$ cat config.mk
export PLATFORM = sky130hd
export DESIGN_NAME = pst_sched_ctrl
export DESIGN_NICKNAME = d
export VERILOG_FILES = /design/src/rtl/pst_sched_ctrl_pkg.sv /design/src/rtl/pst_sched_ctrl_conv_detect.sv /design/src/rtl/pst_sched_ctrl.sv
export SDC_FILE = /design/constraint.sdc
export NUM_CORES = 1
export LEC_CHECK = 0
export ABC_AREA = 1
export CAP_MARGIN = 20
export CELL_PAD_IN_SITES_DETAIL_PLACEMENT = 1
export CELL_PAD_IN_SITES_GLOBAL_PLACEMENT = 2
export CORE_MARGIN = 2
export CORE_UTILIZATION = 39
export DETAILED_ROUTE_END_ITERATION = 8
export DONT_BUFFER_PORTS = 1
export PLACE_DENSITY = 0.89
export SLEW_MARGIN = 10
export SYNTH_ARGS = -nofsm -noshare
export SYNTH_HDL_FRONTEND = slang
export SYNTH_SLANG_ARGS = --single-unit
$ cat constraint.sdc
create_clock -name clk -period 3.35 [get_ports clk]
set_clock_uncertainty 0.05 [all_clocks]
set_input_delay 0.1675 -clock clk [delete_from_list [all_inputs] [get_ports clk]]
set_output_delay 0.1675 -clock clk [all_outputs]
set_load 0.005 [all_outputs]
$ cat src/rtl/pst_sched_ctrl_pkg.sv
// Shared types and constants for the PST stimulus scheduler.
package pst_sched_ctrl_pkg;

    typedef enum logic [1:0] {
        ST_IDLE      = 2'd0,
        ST_WAIT_SYNC = 2'd1,
        ST_RUN       = 2'd2,
        ST_DONE      = 2'd3
    } state_t;

    localparam int CUR_W = 8;
    localparam int LEN_W = 8;
    localparam int IDX_W = 2;
    localparam int CNT_W = 8;

    localparam logic [CNT_W-1:0] CONV_TIMEOUT = 8'hFF;

    // A zero-length entry still occupies one gamma cycle.
    function automatic logic [LEN_W-1:0] eff_len(input logic [LEN_W-1:0] len);
        return (len == '0) ? LEN_W'(1) : len;
    endfunction

endpackage

$ cat src/rtl/pst_sched_ctrl_conv_detect.sv
// Convergence detector: counts consecutive in-tolerance error samples per entry.
module pst_conv_detect
    import pst_sched_ctrl_pkg::*;
#(
    parameter int CONV_RUN = 4
) (
    input  logic       clk,
    input  logic       rst,
    input  logic       clear,
    input  logic       sample_valid,
    input  logic [7:0] error_l2,
    input  logic [7:0] err_tol,
    output logic       hit,
    output logic       converged
);

    localparam int RCW = $clog2(CONV_RUN + 1);
    localparam logic [RCW-1:0] RUN_MAX  = RCW'(CONV_RUN);
    localparam logic [RCW-1:0] RUN_LAST = RCW'(CONV_RUN - 1);

    logic [RCW-1:0] run_cnt;
    logic           in_tol;

    assign in_tol = (error_l2 <= err_tol);
    // hit is combinational so the caller can report it on the same clock as an entry end
    assign hit    = sample_valid && in_tol && !converged && (run_cnt == RUN_LAST);

    always_ff @(posedge clk) begin
        if (rst || clear) begin
            run_cnt   <= '0;
            converged <= 1'b0;
        end else if (sample_valid) begin
            if (!in_tol)
                run_cnt <= '0;
            else if (run_cnt != RUN_MAX)
                run_cnt <= run_cnt + RCW'(1);
            if (hit)
                converged <= 1'b1;
        end
    end

endmodule

$ cat src/rtl/pst_sched_ctrl.sv
// Schedules a table of input currents into a 2-layer PST, one entry per span of
// gamma cycles, and reports per-entry convergence of the prediction error.
//
//   state        | meaning
//   ST_IDLE      | waiting for start, outputs quiet, table writable
//   ST_WAIT_SYNC | start seen, waiting for a gamma boundary
//   ST_RUN       | driving an entry, learning enabled
//   ST_DONE      | one-clk completion pulse, table writable
module pst_sched_ctrl
    import pst_sched_ctrl_pkg::*;
#(
    parameter int NPHASE   = 4,
    parameter int CONV_RUN = 4
) (
    input  logic             clk,
    input  logic             rst,
    input  logic             cycle_start,
    input  logic             start,
    input  logic             abort,
    input  logic             cfg_we,
    input  logic [IDX_W-1:0] cfg_addr,
    input  logic [CUR_W-1:0] cfg_cur,
    input  logic [LEN_W-1:0] cfg_len,
    input  logic [2:0]       num_phases,
    input  logic [7:0]       err_tol,
    input  logic [7:0]       error_l2,
    input  logic             error_valid,
    output logic [CUR_W-1:0] cur_out,
    output logic             learn_en,
    output logic [IDX_W-1:0] phase_idx,
    output logic             busy,
    output logic             conv_valid,
    output logic [CNT_W-1:0] conv_cycles,
    output logic             done
);

    state_t           state;
    logic [CUR_W-1:0] cur_tab [NPHASE];
    logic [LEN_W-1:0] len_tab [NPHASE];
    logic [CNT_W-1:0] cycle_cnt;
    logic [IDX_W-1:0] next_idx;
    logic [2:0]       eff_np;
    logic             last_entry;
    logic             entry_end;
    logic             conv_hit;
    logic             converged;
    logic             det_clear;

    assign busy       = (state == ST_WAIT_SYNC) || (state == ST_RUN);
    assign next_idx   = phase_idx + IDX_W'(1);
    assign eff_np     = (num_phases == 3'd0)         ? 3'd1 :
                        (num_phases > 3'(NPHASE))    ? 3'(NPHASE) : num_phases;
    assign last_entry = ({1'b0, phase_idx} == (eff_np - 3'd1));
    assign entry_end  = (state == ST_RUN) && cycle_start &&
                        (({1'b0, cycle_cnt} + 9'd1) >= {1'b0, eff_len(len_tab[phase_idx])});
    assign det_clear  = (state != ST_RUN) || entry_end;

    pst_conv_detect #(.CONV_RUN(CONV_RUN)) u_conv_detect (
        .clk          (clk),
        .rst          (rst),
        .clear        (det_clear),
        .sample_valid (error_valid && (state == ST_RUN)),
        .error_l2     (error_l2),
        .err_tol      (err_tol),
        .hit          (conv_hit),
        .converged    (converged)
    );

    always_ff @(posedge clk) begin
        if (rst) begin
            for (int i = 0; i < NPHASE; i++) begin
                cur_tab[i] <= '0;
                len_tab[i] <= LEN_W'(1);
            end
        end else if (cfg_we && !busy) begin
            cur_tab[cfg_addr] <= cfg_cur;
            len_tab[cfg_addr] <= cfg_len;
        end
    end

    always_ff @(posedge clk) begin
        if (rst) begin
            state       <= ST_IDLE;
            cur_out     <= '0;
            learn_en    <= 1'b0;
            phase_idx   <= '0;
            conv_valid  <= 1'b0;
            conv_cycles <= '0;
            done        <= 1'b0;
            cycle_cnt   <= '0;
        end else begin
            conv_valid <= 1'b0;
            done       <= 1'b0;
            case (state)
                ST_IDLE: begin
                    if (start)
                        state <= ST_WAIT_SYNC;
                end
                ST_WAIT_SYNC: begin
                    if (abort) begin
                        state <= ST_IDLE;
                    end else if (cycle_start) begin
                        state     <= ST_RUN;
                        phase_idx <= '0;
                        cur_out   <= cur_tab[0];
                        learn_en  <= 1'b1;
                        cycle_cnt <= '0;
                    end
                end
                ST_RUN: begin
                    if (abort) begin
                        state     <= ST_IDLE;
                        cur_out   <= '0;
                        learn_en  <= 1'b0;
                        phase_idx <= '0;
                        cycle_cnt <= '0;
                    end else begin
                        // a real convergence wins over a timeout on the same clock
                        if (conv_hit) begin
                            conv_valid  <= 1'b1;
                            conv_cycles <= cycle_cnt;
                        end else if (entry_end && !converged) begin
                            conv_valid  <= 1'b1;
                            conv_cycles <= CONV_TIMEOUT;
                        end
                        if (entry_end) begin
                            cycle_cnt <= '0;
                            if (last_entry) begin
                                state    <= ST_DONE;
                                cur_out  <= '0;
                                learn_en <= 1'b0;
                            end else begin
                                phase_idx <= next_idx;
                                cur_out   <= cur_tab[next_idx];
                            end
                        end else if (cycle_start && (cycle_cnt != CONV_TIMEOUT)) begin
                            cycle_cnt <= cycle_cnt + CNT_W'(1);
                        end
                    end
                end
                ST_DONE: begin
                    done      <= 1'b1;
                    phase_idx <= '0;
                    state     <= ST_IDLE;
                end
                default: state <= ST_IDLE;
            endcase
        end
    end

endmodule

# After elaboration in Yosys (flattened, before gate mapping)
# Memory sizes are Yosys's and may differ from the RTL's. A register that Yosys moved wholly into a read port is not among the register bits.
# Cells that the tools add are included.
dict set report word_totals {
  out_inout_bits 22
  register_bits 35
  memories 2
  word_cells 124
  input_bits 44
  ramBits 64
}
dict set report op_classes {
  n_lt_le_gt_ge 3
  n_reduce_logical 31
  add_sub_neg 5
  n_eq_ne 17
  n_bitwise 2
  n_mux 54
}
# name words word_bits rd rd_clocked_by_memory_dff wr line_no
set mem_list {}
lappend mem_list {cur_tab 4 8 2 0 4 pst_sched_ctrl.sv:38} ;# logic [CUR_W-1:0] cur_tab [NPHASE];
lappend mem_list {len_tab 4 8 1 1 4 pst_sched_ctrl.sv:39} ;# logic [LEN_W-1:0] len_tab [NPHASE];
# op count
set op_table {}
lappend op_table {{8-bit two-way mux} 15}
lappend op_table {{8-bit case mux with 2 select lines} 2}
lappend op_table {{2-bit two-way mux} 15}
lappend op_table {{8-bit OR reduction} 2}
lappend op_table {{1-bit two-way mux} 15}
lappend op_table {{3-bit inequality test, second input constant} 5}
lappend op_table {{3-bit two-way mux} 4}
lappend op_table {{4-bit AND reduction} 3}
lappend op_table {{2-bit inequality test, second input constant} 5}
lappend op_table {{5-bit AND reduction} 2}
lappend op_table {{8-bit by 1-bit adder with 9-bit output, second input constant} 1}
lappend op_table {{9-bit by 8-bit greater-or-equal comparator with 1-bit output} 1}
lappend op_table {{1-bit logical AND} 9}
lappend op_table {{8-bit by 1-bit adder with 8-bit output, second input constant} 1}
lappend op_table {{8-bit <= comparator} 1}
lappend op_table {{8-bit logical NOT} 1}
lappend op_table {{8-bit inequality test, second input constant} 1}
lappend op_table {{2-bit case mux with 4 select lines} 1}
lappend op_table {{2-bit case mux with 3 select lines} 1}
lappend op_table {{2-bit equality test, second input constant} 2}
lappend op_table {{4-bit by 3-bit inequality test with 1-bit output, second input constant} 1}
lappend op_table {{2-bit AND reduction} 2}
lappend op_table {{2-bit nonzero test} 2}
lappend op_table {{3-bit by 1-bit adder with 3-bit output, second input constant} 1}
lappend op_table {{15 further kinds} 19}

# Logic depth before layout (Yosys ltp)
# Gate-level depths: netlist of the first run.
dict set report logic_depth {
  word_depth 11
  ltp_mapped 23
  depth_no_buf 20
}

# Modules after synthesis
# A second synthesis of the first run with hierarchy kept.
dict set report unflattened {
  hier_cells 616
  area_unflattened_um2 5290.1
}
# module seq_area_each_um2 area_per_inst_um2 cells_per_inst instances
set by_module_without_submodules {}
lappend by_module_without_submodules {pst_sched_ctrl 2582.5 4798.4 547 1}
lappend by_module_without_submodules {pst_conv_detect 80.1 491.7 69 1}

# Worst setup path after synthesis of the first run
# Ideal clock, no wire load.
dict set report synth_path {
  path_type {reg2reg}
  from {register (tool-made name)}
  to {register cycle_cnt[1]}
  stages_incl_launch_ff 22
  path_slack_ns 0.624
  required_time_ns 3.185
  arrival_time_ns 2.561
  path_buffers 3
  synth_period_minus_slack_ns 2.726
  setup_time_ns 0.115
  cell_sequence {dfxtp_1 clkbuf_1 inv_1 clkbuf_1 nand2_1 a32o_1 nand3_1 o21ai_0 ha_1 inv_1 nand2_1 nand2_1 nand3_1 nand2_1 nand2_1 nand2_1 nand2_4 nand2_8 nand3_2 buf_4 a21oi_1 nor2_1}
}
# element line_no
set synth_lines {}
lappend synth_lines {{end signal, assigned} pst_sched_ctrl.sv:137} ;# cycle_cnt <= cycle_cnt + CNT_W'(1);
lappend synth_lines {{end, declared} pst_sched_ctrl.sv:40} ;# logic [CNT_W-1:0] cycle_cnt;

==> out/qor.txt, run 1 <==
Synth Flop Type = edfxtp_1
Mapped cell area = 5310 um2
Delay-heaviest family, CP = simple AND/OR/NAND/NOR gates
Clock power share = 34.0%
WP buf/inv = 2
Routed len/inst = 17.2 um
Core Util, Final = 44.1%
Area Overhead vs Synth = 10.1%
Synth top area cells = edfxtp_1 (36%), dfxtp_1 (14%), nand2_1 (8.3%)
Number of global-route vias before repair = 4412
Status = finished, final reports clean
Worst vdd ir = 0.286 mV
Register bit count reported by yosys = 101
WL final = 13700 um
Root buffer cell = clkbuf_16
Clock buffer depth = 2
CTS buffer count = 9
Synthesized instance count = 612
Top-Level Pins = 66
Ys Warns = 0
Vias = 4093
Yosys top cell area share = 36.2%
Power Internal = 0.00219 W
Syn Area/Cell = 8.67 um2
Area occupied by multi-input gates = 2230 um2
# Max-Cap Violations = 0
Net count, final = 688
Clk_lat worst skew = 0.35 ns
Final hold vios = 0
Main combinational cell family by area after synthesis = simple AND/OR/NAND/NOR gates
Count of different cell masters after synthesis = 39
Total congestion overflow = 0
Fin crit period = 2.99 ns
CP Capture Type = flop
# diodes = 0
Antenna violations before repair = 0
CTS tree = done
Slowest stage delay, CP = 0.36 ns
Sequential cell area = 2660 um2
Worst path slowest cell = inv_1
Placeable Area = 13200 um2
Worst Tran Pin Value = 0.823 ns
Reg clk slew, reported paths = 0.07 ns
Fin Setup TNS = 0 ns
Pins Over Slew Limit = 0
RSZ-0062 raised after global routing = no
Worst slack at placement = 0.344 ns
Max Fclk = 335 MHz
Die ar. = 14600 um2
Flop pwr share = 47.9%
Mux contribution to synthesized area = 0.943%
GRT Overall Usage = 19.8%
Detail Route Antenna Nets = 0
RePlAce Congestion = 0.844
Power per Cell Area = 530 nW/um2
Period utilization = 89.2%
Drt pass-1 iters = 4
Final setup viols = 0
Setup ws final = 0.361 ns
CP arrival = 3.17 ns
Crit start category = flop
Simple-gate share of the synthesized area = 25.7%
First-pass GRT wire length = 22500 um
Die Span Y = 121 um
Critical Path Fanout Max = 16
Worst Setup Path Type = flop to flop
Fraction of layout cells with a size suffix above 1 = 6.26%
Starting DRT DRC Count = 155
Async S/R FF share, synth = 0%
Worst EP required = 3.54 ns
Starting Density = 40.1%
Leak = 2.59 nW
Post-synthesis compound-gate area fraction = 7.85%
Post-synth EDFFs = 64
FILL cells = 1592
Crit path top cell by count = nand2_1
Total power = 0.00309 W
Hold WC Path Type = input port to flop
Switch Pwr = 0.000904 W
Post-synth top area cell = edfxtp_1
Switch share = 29.2%
Comb power frac = 18.1%
Post-Synth XOR/XNOR Area = 1.49%
Std-Cell Rows = 42
Sequential area share after synthesis = 50.2%
Vias/cell = 5.12
Worst-path cell chain = inv_1 -> nand2_1 -> a32o_1 -> nand3_1 -> o21ai_0 -> ha_1 -> inv_1 -> nand2_1 -> nand2_1 -> nand3_1 -> nand2_1 -> nand2_1 -> nand2_1 -> nand2_4 -> nand2_8 -> nand3_2 -> a21oi_1 -> nor2_1
Remaining routing DRC violations = 0
Port Buffers = 0
DP HPWL = 9960 um
Largest net degree at the start of global routing = 33
Adder-cell area share of the yosys netlist = 6.13%
Die width = 121 um
Net Count, Synth = 682
Htree depth = 3
Slew HR = 45.0%
Sink Count = 101
registers in the layout, indices dropped and copies added, names as in the netlist, named ones only:
| signal | count |
|---|---|
| len_tab | 32 |
| conv_valid | 1 |
| conv_cycles | 8 |
| phase_idx | 2 |
| state | 2 |
| done | 1 |
| cycle_cnt | 8 |
| cur_tab | 32 |
| u_conv_detect.run_cnt | 3 |
| cur_out | 8 |
| learn_en | 1 |
| u_conv_detect.converged | 1 |
routing by layer:
metal,share of wire [%],vias to the layer above,wire length [um],global-route usage (%)
met1,46,1986,6290,25.0
met4,1.5,0,201,5.89
li1,-,2024,-,-
met3,4.1,16,565,4.72
met5,0,-,0,0
met2,49,67,6650,33.8
worst min-delay path: cells and delay by family:
kind                   cells  cell delay [ns]
and+or+nand+nor            2             0.11
buffers and inverters      1             0.03
cell usage after synthesis (2+ instances only):
| library cell | instances |
|---|---|
| or2_2 | 2 |
| o22ai_1 | 4 |
| nor2_1 | 115 |
| a32o_1 | 8 |
| nand3b_1 | 8 |
| clkbuf_1 | 10 |
| a21oi_1 | 26 |
| ha_1 | 26 |
| edfxtp_1 | 64 |
| nand4_1 | 9 |
| a22o_1 | 8 |
| xor2_1 | 8 |
| o211ai_1 | 8 |
| mux2i_1 | 5 |
| nand3_1 | 39 |
| inv_2 | 2 |
| clkinv_1 | 2 |
| nand2_8 | 2 |
| dfxtp_1 | 37 |
| inv_1 | 82 |
| nand2_1 | 117 |
| o21ai_0 | 7 |
| nand2_2 | 3 |
| buf_2 | 5 |
cells in the final DEF, fill, tap and decap left out, types with 2 or more instances in the layout:
master           n
clkinv_1         2
ha_1            26
mux2i_1          5
or2_2            2
nand3b_1         8
buf_4            8
nor2_1         115
a21oi_1         26
dfxtp_1         36
inv_6            2
o211ai_1         8
a22o_1           8
a32o_1           8
clkbuf_16        9
clkbuf_1         3
o22ai_1          4
nand2_1        117
nand2_8          2
nand4_1          9
nand2_2          3
inv_2            2
xor2_1           8
o21ai_0          7
nand3_1         39
inv_1           82
edfxtp_1        64
dlygate4sd3_1    5
kinds of logic after synthesis:
kind of cell               Yosys count
DFF                                101
muxes                                5
adders and majority gates           26
AOI/OAI and AO/OA                   63
buffers and inverters              104
xor gates and xnor gates             9
and+or+nand+nor                    304
cell type report:
cell class | count | share of cell area [%]
timing repair buffer | 13 | 1.88
inverter | 86 | 5.52
clock inverter | 4 | 0.942
multi-input combinational | 407 | 38.2
clock buffer | 12 | 4.05
sequential | 101 | 45.6
tap | 176 | 3.77
metrics by stage:
stage | std cells | hold WS [ns] | area, um2
2_1_floorplan | 612 | 0.187 | 5310
3_3_place_gp | 778 | 0.188 | 5500
3_5_place_dp | 778 | 0.193 | 5500
4_1_cts | 799 | 0.000484 | 5840
5_1_grt | 799 | 0.0159 | 5840
6_report | 799 | 0.0107 | 5840
worst paths after layout:
path / start / endpoint / slack [ns] / cells after the start
worst min-delay path: cfg_addr[0] / len_tab[1][0] / 0.01 / 3
worst max register to register: flop / cycle_cnt[1] / 0.36 / 18
worst min register to register: u_conv_detect.converged / u_conv_detect.converged / 0.44 / 2
worst max-delay path: flop / cycle_cnt[1] / 0.36 / 18
power groups by stage:
| stage | registers, W | logic, W | clock network, W |
|---|---|---|---|
| after floorplan | 0.00147 | 0.000432 | 0 |
| after global placement | 0.00150 | 0.000528 | 0 |
| after detailed placement | 0.00151 | 0.000554 | 0 |
| after CTS | 0.00148 | 0.000567 | 0.00108 |
| after global routing | 0.00149 | 0.000642 | 0.00111 |
| final | 0.00148 | 0.000559 | 0.00105 |
repair_timing:
action                                  4_1_cts  5_1_grt
hold buffers                                  5        0
resized for setup                             0        1
setup buffers                                 0        0
endpoints found under the hold margin         8        0
endpoints found under the setup margin        0        7
No activity file was read; power rests on OpenSTA's default activity.
==> run 2, diff against run 1 <==
==> constraint.sdc (replaced) <==
create_clock -name clk -period 3.3 [get_ports clk]
set_clock_uncertainty 0.05 [all_clocks]
set_input_delay 0.165 -clock clk [delete_from_list [all_inputs] [get_ports clk]]
set_output_delay 0.165 -clock clk [all_outputs]
set_load 0.005 [all_outputs]
==> out/qor.txt, run 2 (synthesis results as in run 1) <==
Total congestion overflow = 0 (unchanged)
Power per Cell Area = 527 nW/um2 (-0.50%)
First-pass GRT wire length = 22200 um (-1.3%)
Drt pass-1 iters = 4 (unchanged)
Detail Route Antenna Nets = 0 (unchanged)
Worst Setup Path Type = flop to flop
Htree depth = 3 (unchanged)
Die width = 121 um (unchanged)
Sink Count = 101 (unchanged)
# Max-Cap Violations = 0 (unchanged)
Worst Tran Pin Value = 0.718 ns (-0.105 ns)
Vias/cell = 5.08 (-0.86%)
# diodes = 0 (unchanged)
Top-Level Pins = 66 (unchanged)
Net count, final = 690 (+0.29%)
Root buffer cell = clkbuf_16
Largest net degree at the start of global routing = 33 (unchanged)
Hold WC Path Type = input port to flop
Final setup viols = 0 (unchanged)
Fin crit period = 2.87 ns (-0.123 ns)
Routed len/inst = 16.4 um (-4.2%)
CP Capture Type = flop
Most frequent cells in the layout = nand2_1 (117), nor2_1 (115), inv_1 (81), edfxtp_1 (64), nand3_1 (39)
Std-Cell Rows = 42 (unchanged)
Slew HR = 52.0% (+7.0 points)
Commonest non-fill, non-tap cell in the layout = nand2_1
CTS buffer count = 9 (unchanged)
CTS tree = done
Die Span Y = 121 um (unchanged)
Leak = 2.60 nW (+0.60%)
RePlAce Congestion = 0.804 (-4.8%)
Core Util, Final = 44.3% (+0.15 points)
Fraction of layout cells with a size suffix above 1 = 7.04% (+0.78 points)
Placeable Area = 13200 um2 (unchanged)
WL final = 13200 um (-3.9%)
Vias = 4068 (-0.61%)
FILL cells = 1574 (-1.1%)
Clock buffer depth = 2 (unchanged)
Starting DRT DRC Count = 189 (+22%)
Clk_lat worst skew = 0.35 ns (about the same)
DP HPWL = 9790 um (-1.6%)
Worst EP required = 3.49 ns (-0.05 ns)
Area Overhead vs Synth = 10.5%
Hold path start = cfg_addr[0]
Fin Setup TNS = 0 ns (unchanged)
GRT Overall Usage = 19.5% (-0.30 points)
Final hold vios = 0 (unchanged)
Crit start category = flop
Antenna violations before repair = 0 (unchanged)
Top flop regs = cur_tab (32), len_tab (32)
Remaining routing DRC violations = 0 (unchanged)
CP arrival = 3.05 ns (-0.12 ns)
Critical Path Fanout Max = 16 (unchanged)
Status = finished, final reports clean
Number of global-route vias before repair = 4372 (-0.91%)
Pins Over Slew Limit = 0 (unchanged)
Period utilization = 86.8% (-2.4 points)
Worst vdd ir = 0.445 mV (+55%)
Die ar. = 14600 um2 (unchanged)
Reg clk slew, reported paths = 0.07 ns (about the same)
RSZ-0062 raised after global routing = no
Max Fclk = 349 MHz (+4.3%)
Port Buffers = 0 (unchanged)
Starting Density = 40.1% (unchanged)
[run 2: changes by cell type in the layout (fill, tap and decap cells not counted)]
cell,delta
clkinv_4,+1
clkinv_1,+1
buf_12,+1
inv_6,+1
bufinv_16,-1
inv_8,+1
inv_1,-1
buf_4,+1
clkbuf_1,-3
clkinv_2,+1
[run 2: power breakdown]
part | internal, W | leakage (nW) | switching (W)
Sequential | 0.00143 | 0.954 | 0.0000783
Clock | 0.000522 | 0.140 | 0.000490
Combinational | 0.000204 | 1.51 | 0.000363
Total | 0.00216 | 2.60 | 0.000932
[run 2: routing by layer]
layer / up-vias / wire, um / track usage, %
met5: - / 0 / 0
met4: 0 / 141 / 4.29
met3: 11 / 605 / 5.00
met2: 70 / 6270 / 32.1
met1: 1963 / 6160 / 26.0
li1: 2024 / - / -
[run 2: worst max-delay path: stages (launching register included)]
cell	delay (ns)
dfxtp_1	0.38
clkinvlp_4	0.12
buf_12	0.16
nand2_1	0.06
a32o_1	0.24
nand4_1	0.11
o21ai_0	0.19
ha_1	0.26
inv_1	0.05
nand2_1	0.04
nand2_1	0.05
nand3_1	0.06
nand2_1	0.06
nand2_1	0.04
nand2_1	0.10
nand2_4	0.09
nand2_8	0.11
nand3_2	0.26
a21oi_1	0.24
nor2_1	0.07
[run 2: path summary, 6_finish.rpt]
kind              slack (ns)                       to  cells past startpoint
setup / recovery        0.43             cycle_cnt[7]                     19
hold / removal          0.02            len_tab[1][0]                      3
setup reg to reg        0.43             cycle_cnt[7]                     19
hold reg to reg         0.44  u_conv_detect.converged                      2
[run 2: through the flow]
step	worst slack (ns)	hold WS [ns]	instances	area [um2]	power, W
after detailed placement	0.401	0.188	779	5510	0.00209
after CTS	0.335	0.00612	800	5840	0.00311
final	0.434	0.0227	801	5860	0.00309
after floorplan	0.574	0.184	612	5310	0.00194
after global routing	0.0462	0.0184	801	5860	0.00326
after global placement	0.450	0.187	779	5510	0.00206
[run 2: what timing repair did]
action	CTS	global route
hold buffers	5	0
endpoints found under the setup margin	0	1
resized for setup	0	2
endpoints found under the hold margin	8	0
buffers inserted	0	1
[run 2: final cells by class]
| class | count | area [um2] | share of cell area (%) |
|---|---|---|---|
| Tap cell | 176 | 220 | 3.76 |
| Multi-Input combinational cell | 407 | 2230 | 38.1 |
| Inverter | 86 | 327 | 5.57 |
| Sequential cell | 101 | 2660 | 45.4 |
| Clock inverter | 7 | 55.1 | 0.939 |
| Timing Repair Buffer | 15 | 138 | 2.35 |
| Clock buffer | 9 | 225 | 3.84 |
==> run 3, diff against run 2 <==
--- a/config.mk
+++ b/config.mk
@@ -5,15 +5,13 @@
 export SDC_FILE = /design/constraint.sdc
 export NUM_CORES = 1
 export LEC_CHECK = 0
-export ABC_AREA = 1
 export CAP_MARGIN = 20
 export CELL_PAD_IN_SITES_DETAIL_PLACEMENT = 1
 export CELL_PAD_IN_SITES_GLOBAL_PLACEMENT = 2
-export CORE_MARGIN = 2
-export CORE_UTILIZATION = 39
+export CORE_UTILIZATION = 42
 export DETAILED_ROUTE_END_ITERATION = 8
 export DONT_BUFFER_PORTS = 1
-export PLACE_DENSITY = 0.89
+export PLACE_DENSITY = 0.88
 export SLEW_MARGIN = 10
 export SYNTH_ARGS = -nofsm -noshare
 export SYNTH_HDL_FRONTEND = slang
==> out/qor.txt, run 3 <==
# diodes = 0 (unchanged)
Drt pass-1 iters = 4 (unchanged)
Delay-heaviest family, CP = compound AO/OA/AOI/OAI gates
Post-synth top area cell = edfxtp_1
R2r setup slk = 0.11 ns (-0.33 ns)
Clk_lat worst skew = 0.36 ns (about the same)
Antenna violations before repair = 0 (unchanged)
GRT Overall Usage = 19.9% (+0.40 points)
Fraction of layout cells with a size suffix above 1 = 15.0% (+7.9 points)
Area Overhead vs Synth = 14.9%
Critical Path Fanout Max = 9 (-7)
Register bit count reported by yosys = 101 (unchanged)
Worst-path cell chain = buf_4 -> and3_1 -> nand3_1 -> nor2_1 -> xor2_1 -> ha_1 -> nand3_1 -> o221ai_2 -> a221oi_2 -> buf_4 -> buf_12 -> o31ai_4 -> buf_4 -> o221a_2
Most frequent cells in the layout = edfxtp_1 (64), and2_1 (63), dfxtp_1 (34), nand2_1 (30), inv_1 (27)
Worst Setup Path Type = flop to flop
CTS tree = done
Fin crit period = 3.19 ns (+0.326 ns)
Net Count, Synth = 520 (-24%)
Sink Count = 101 (unchanged)
Worst vdd ir = 0.427 mV (-4.0%)
Count of different cell masters after synthesis = 61 (+56%)
Synth top area cells = edfxtp_1 (38%), dfxtp_1 (14%), and2_1 (7.7%)
Synth Flop Type = edfxtp_1
First-pass GRT wire length = 19000 um (-14%)
Reg clk slew, reported paths = 0.07 ns (about the same)
Net count, final = 552 (-20%)
Vias = 3586 (-12%)
Vias/cell = 5.69 (+12%)
Slowest stage delay, CP = 0.34 ns (-0.04 ns)
Number of global-route vias before repair = 3649 (-17%)
Root buffer cell = clkbuf_16
R2R Path Start = cycle_cnt[0]
Placed cell count = 590 (-24%)
DP HPWL = 8370 um (-15%)
Max Fclk = 313 MHz (-10%)
Power per Cell Area = 465 nW/um2 (-12%)
Synth cell count leaders = edfxtp_1 (64), and2_1 (63), dfxtp_1 (37), nand2_1 (30), inv_1 (27)
Largest net degree at the start of global routing = 21 (-36%)
Ys Warns = 0 (unchanged)
Remaining routing DRC violations = 0 (unchanged)
Pins Over Slew Limit = 0 (unchanged)
Worst path slowest cell = dfxtp_1
Total congestion overflow = 0 (unchanged)
Starting Density = 43.9% (+3.9 points)
Placeable Area = 11700 um2 (-12%)
FF-to-FF End = conv_cycles[3]
R2R cell count = 14 (-5)
CP arrival = 3.39 ns (+0.34 ns)
Yosys top cell area share = 37.5% (+1.3 points)
Post-synth EDFFs = 64 (unchanged)
Crit path top cell by count = buf_4
Hold WC Path Type = input port to flop
Leak = 2.19 nW (-16%)
WL final = 12400 um (-6.1%)
Core Util, Final = 50.5% (+6.2 points)
Final hold vios = 0 (unchanged)
RePlAce Congestion = 0.774 (-3.7%)
Starting DRT DRC Count = 153 (-19%)
Slew HR = 42.6% (-9.4 points)
Clock buffer depth = 2 (unchanged)
Commonest non-fill, non-tap cell in the layout = edfxtp_1
Setup ws final = 0.109 ns (-0.326 ns)
Sequential area share after synthesis = 52.0% (+1.8 points)
Worst Tran Pin Value = 0.859 ns (+0.141 ns)
Routed len/inst = 19.6 um (+19%)
Worst hold stages = 3 (unchanged)
Worst EP required = 3.50 ns (about the same)
# Max-Cap Violations = 0 (unchanged)
Async S/R FF share, synth = 0% (unchanged)
Worst slack at placement = -0.0502 ns (-0.451 ns)
Synthesized instance count = 450 (-26%)
Mapped cell area = 5120 um2 (-3.5%)
Status = finished, final reports clean
Detail Route Antenna Nets = 0 (unchanged)
Syn Area/Cell = 11.4 um2 (+31%)
Top flop regs = cur_tab (32), len_tab (32)
Die Span Y = 112 um (-6.8%)
Hold path start = rst
Std-Cell Rows = 39 (-7.1%)
Period utilization = 96.7% (+9.9 points)
CP Capture Type = flop
WP buf/inv = 4 (+1)
Hold endpoint = u_conv_detect.run_cnt[1]
Htree depth = 3 (unchanged)
CTS buffer count = 9 (unchanged)
Crit start category = flop
Top-Level Pins = 66 (unchanged)
Die ar. = 12600 um2 (-13%)
Die width = 112 um (-6.8%)
Port Buffers = 0 (unchanged)
Final setup viols = 0 (unchanged)
Most frequent cell after synthesis = edfxtp_1
Final Instance Count excl. Fillers = 630 (-21%)
[run 3: power by group]
| group | switching, W | total, W | internal (W) |
|---|---|---|---|
| combinational | 0.000144 | 0.000244 | 0.0000994 |
| clock | 0.000528 | 0.00107 | 0.000537 |
| sequential | 0.0000246 | 0.00143 | 0.00140 |
[run 3: final cells by class]
type | count | area [um2]
fill | 1222 | 5780
sequential | 101 | 2670
multi-input combinational | 305 | 2290
timing repair buffer | 37 | 335
clock buffer | 9 | 225
tap | 143 | 179
inverter | 28 | 105
clock inverter | 7 | 78.8
[run 3: cell families (layout without fill, tap and decap cells)]
logic type	after synthesis	after routing	share of synthesized area, %
and+or+nand+nor	175	175	19.7
DFF	101	101	52.0
AOI/OAI and AO/OA	80	81	11.9
buffers and inverters	45	81	3.74
adders and majority gates	26	26	6.35
muxes	16	16	5.08
xor gates and xnor gates	7	7	1.20
[run 3: stage by stage]
step                      area [um2]  power [W]  hold WS [ns]  TNS, ns
after global placement          5320    0.00165         0.192        0
final                           5890    0.00274        0.0265        0
after detailed placement        5320    0.00167         0.194  -0.0502
after floorplan                 5120    0.00160         0.287        0
after global routing            5890    0.00283        0.0516   -0.419
after CTS                       5800    0.00276        0.0172        0
[run 3: worst max-delay path by stage]
stage          slack [ns]  cells past startpoint         start        endpoint
2_1_floorplan        0.17                     12          flop      cur_out[1]
3_3_place_gp         0.22                     11          flop      cur_out[2]
3_5_place_dp        -0.05                     11          flop      cur_out[5]
4_1_cts              0.04                     12  cycle_cnt[1]      cur_out[3]
5_1_grt             -0.05                     14  cycle_cnt[0]  conv_cycles[6]
6_report             0.11                     14  cycle_cnt[0]  conv_cycles[3]
[run 3: what timing repair did]
| item | 4_1_cts | 5_1_grt |
|---|---|---|
| hold buffers | 18 | 0 |
| setup endpoints to repair | 2 | 14 |
| resized for setup | 1 | 8 |
| hold endpoints to repair | 80 | 0 |
| pin swaps | 0 | 3 |
| setup buffers | 0 | 5 |
| cloned | 0 | 1 |
[run 3: worst min-delay path, stage by stage]
cell,delay [ns]
nor2b_1,0.04
nand2_1,0.12
a21oi_1,0.05
[run 3: per-layer routing]
metal,track usage (%),part of all wire (%)
met5,0,0
met4,5.33,1.0
met3,5.24,6.4
met2,34.9,51
met1,24.3,41
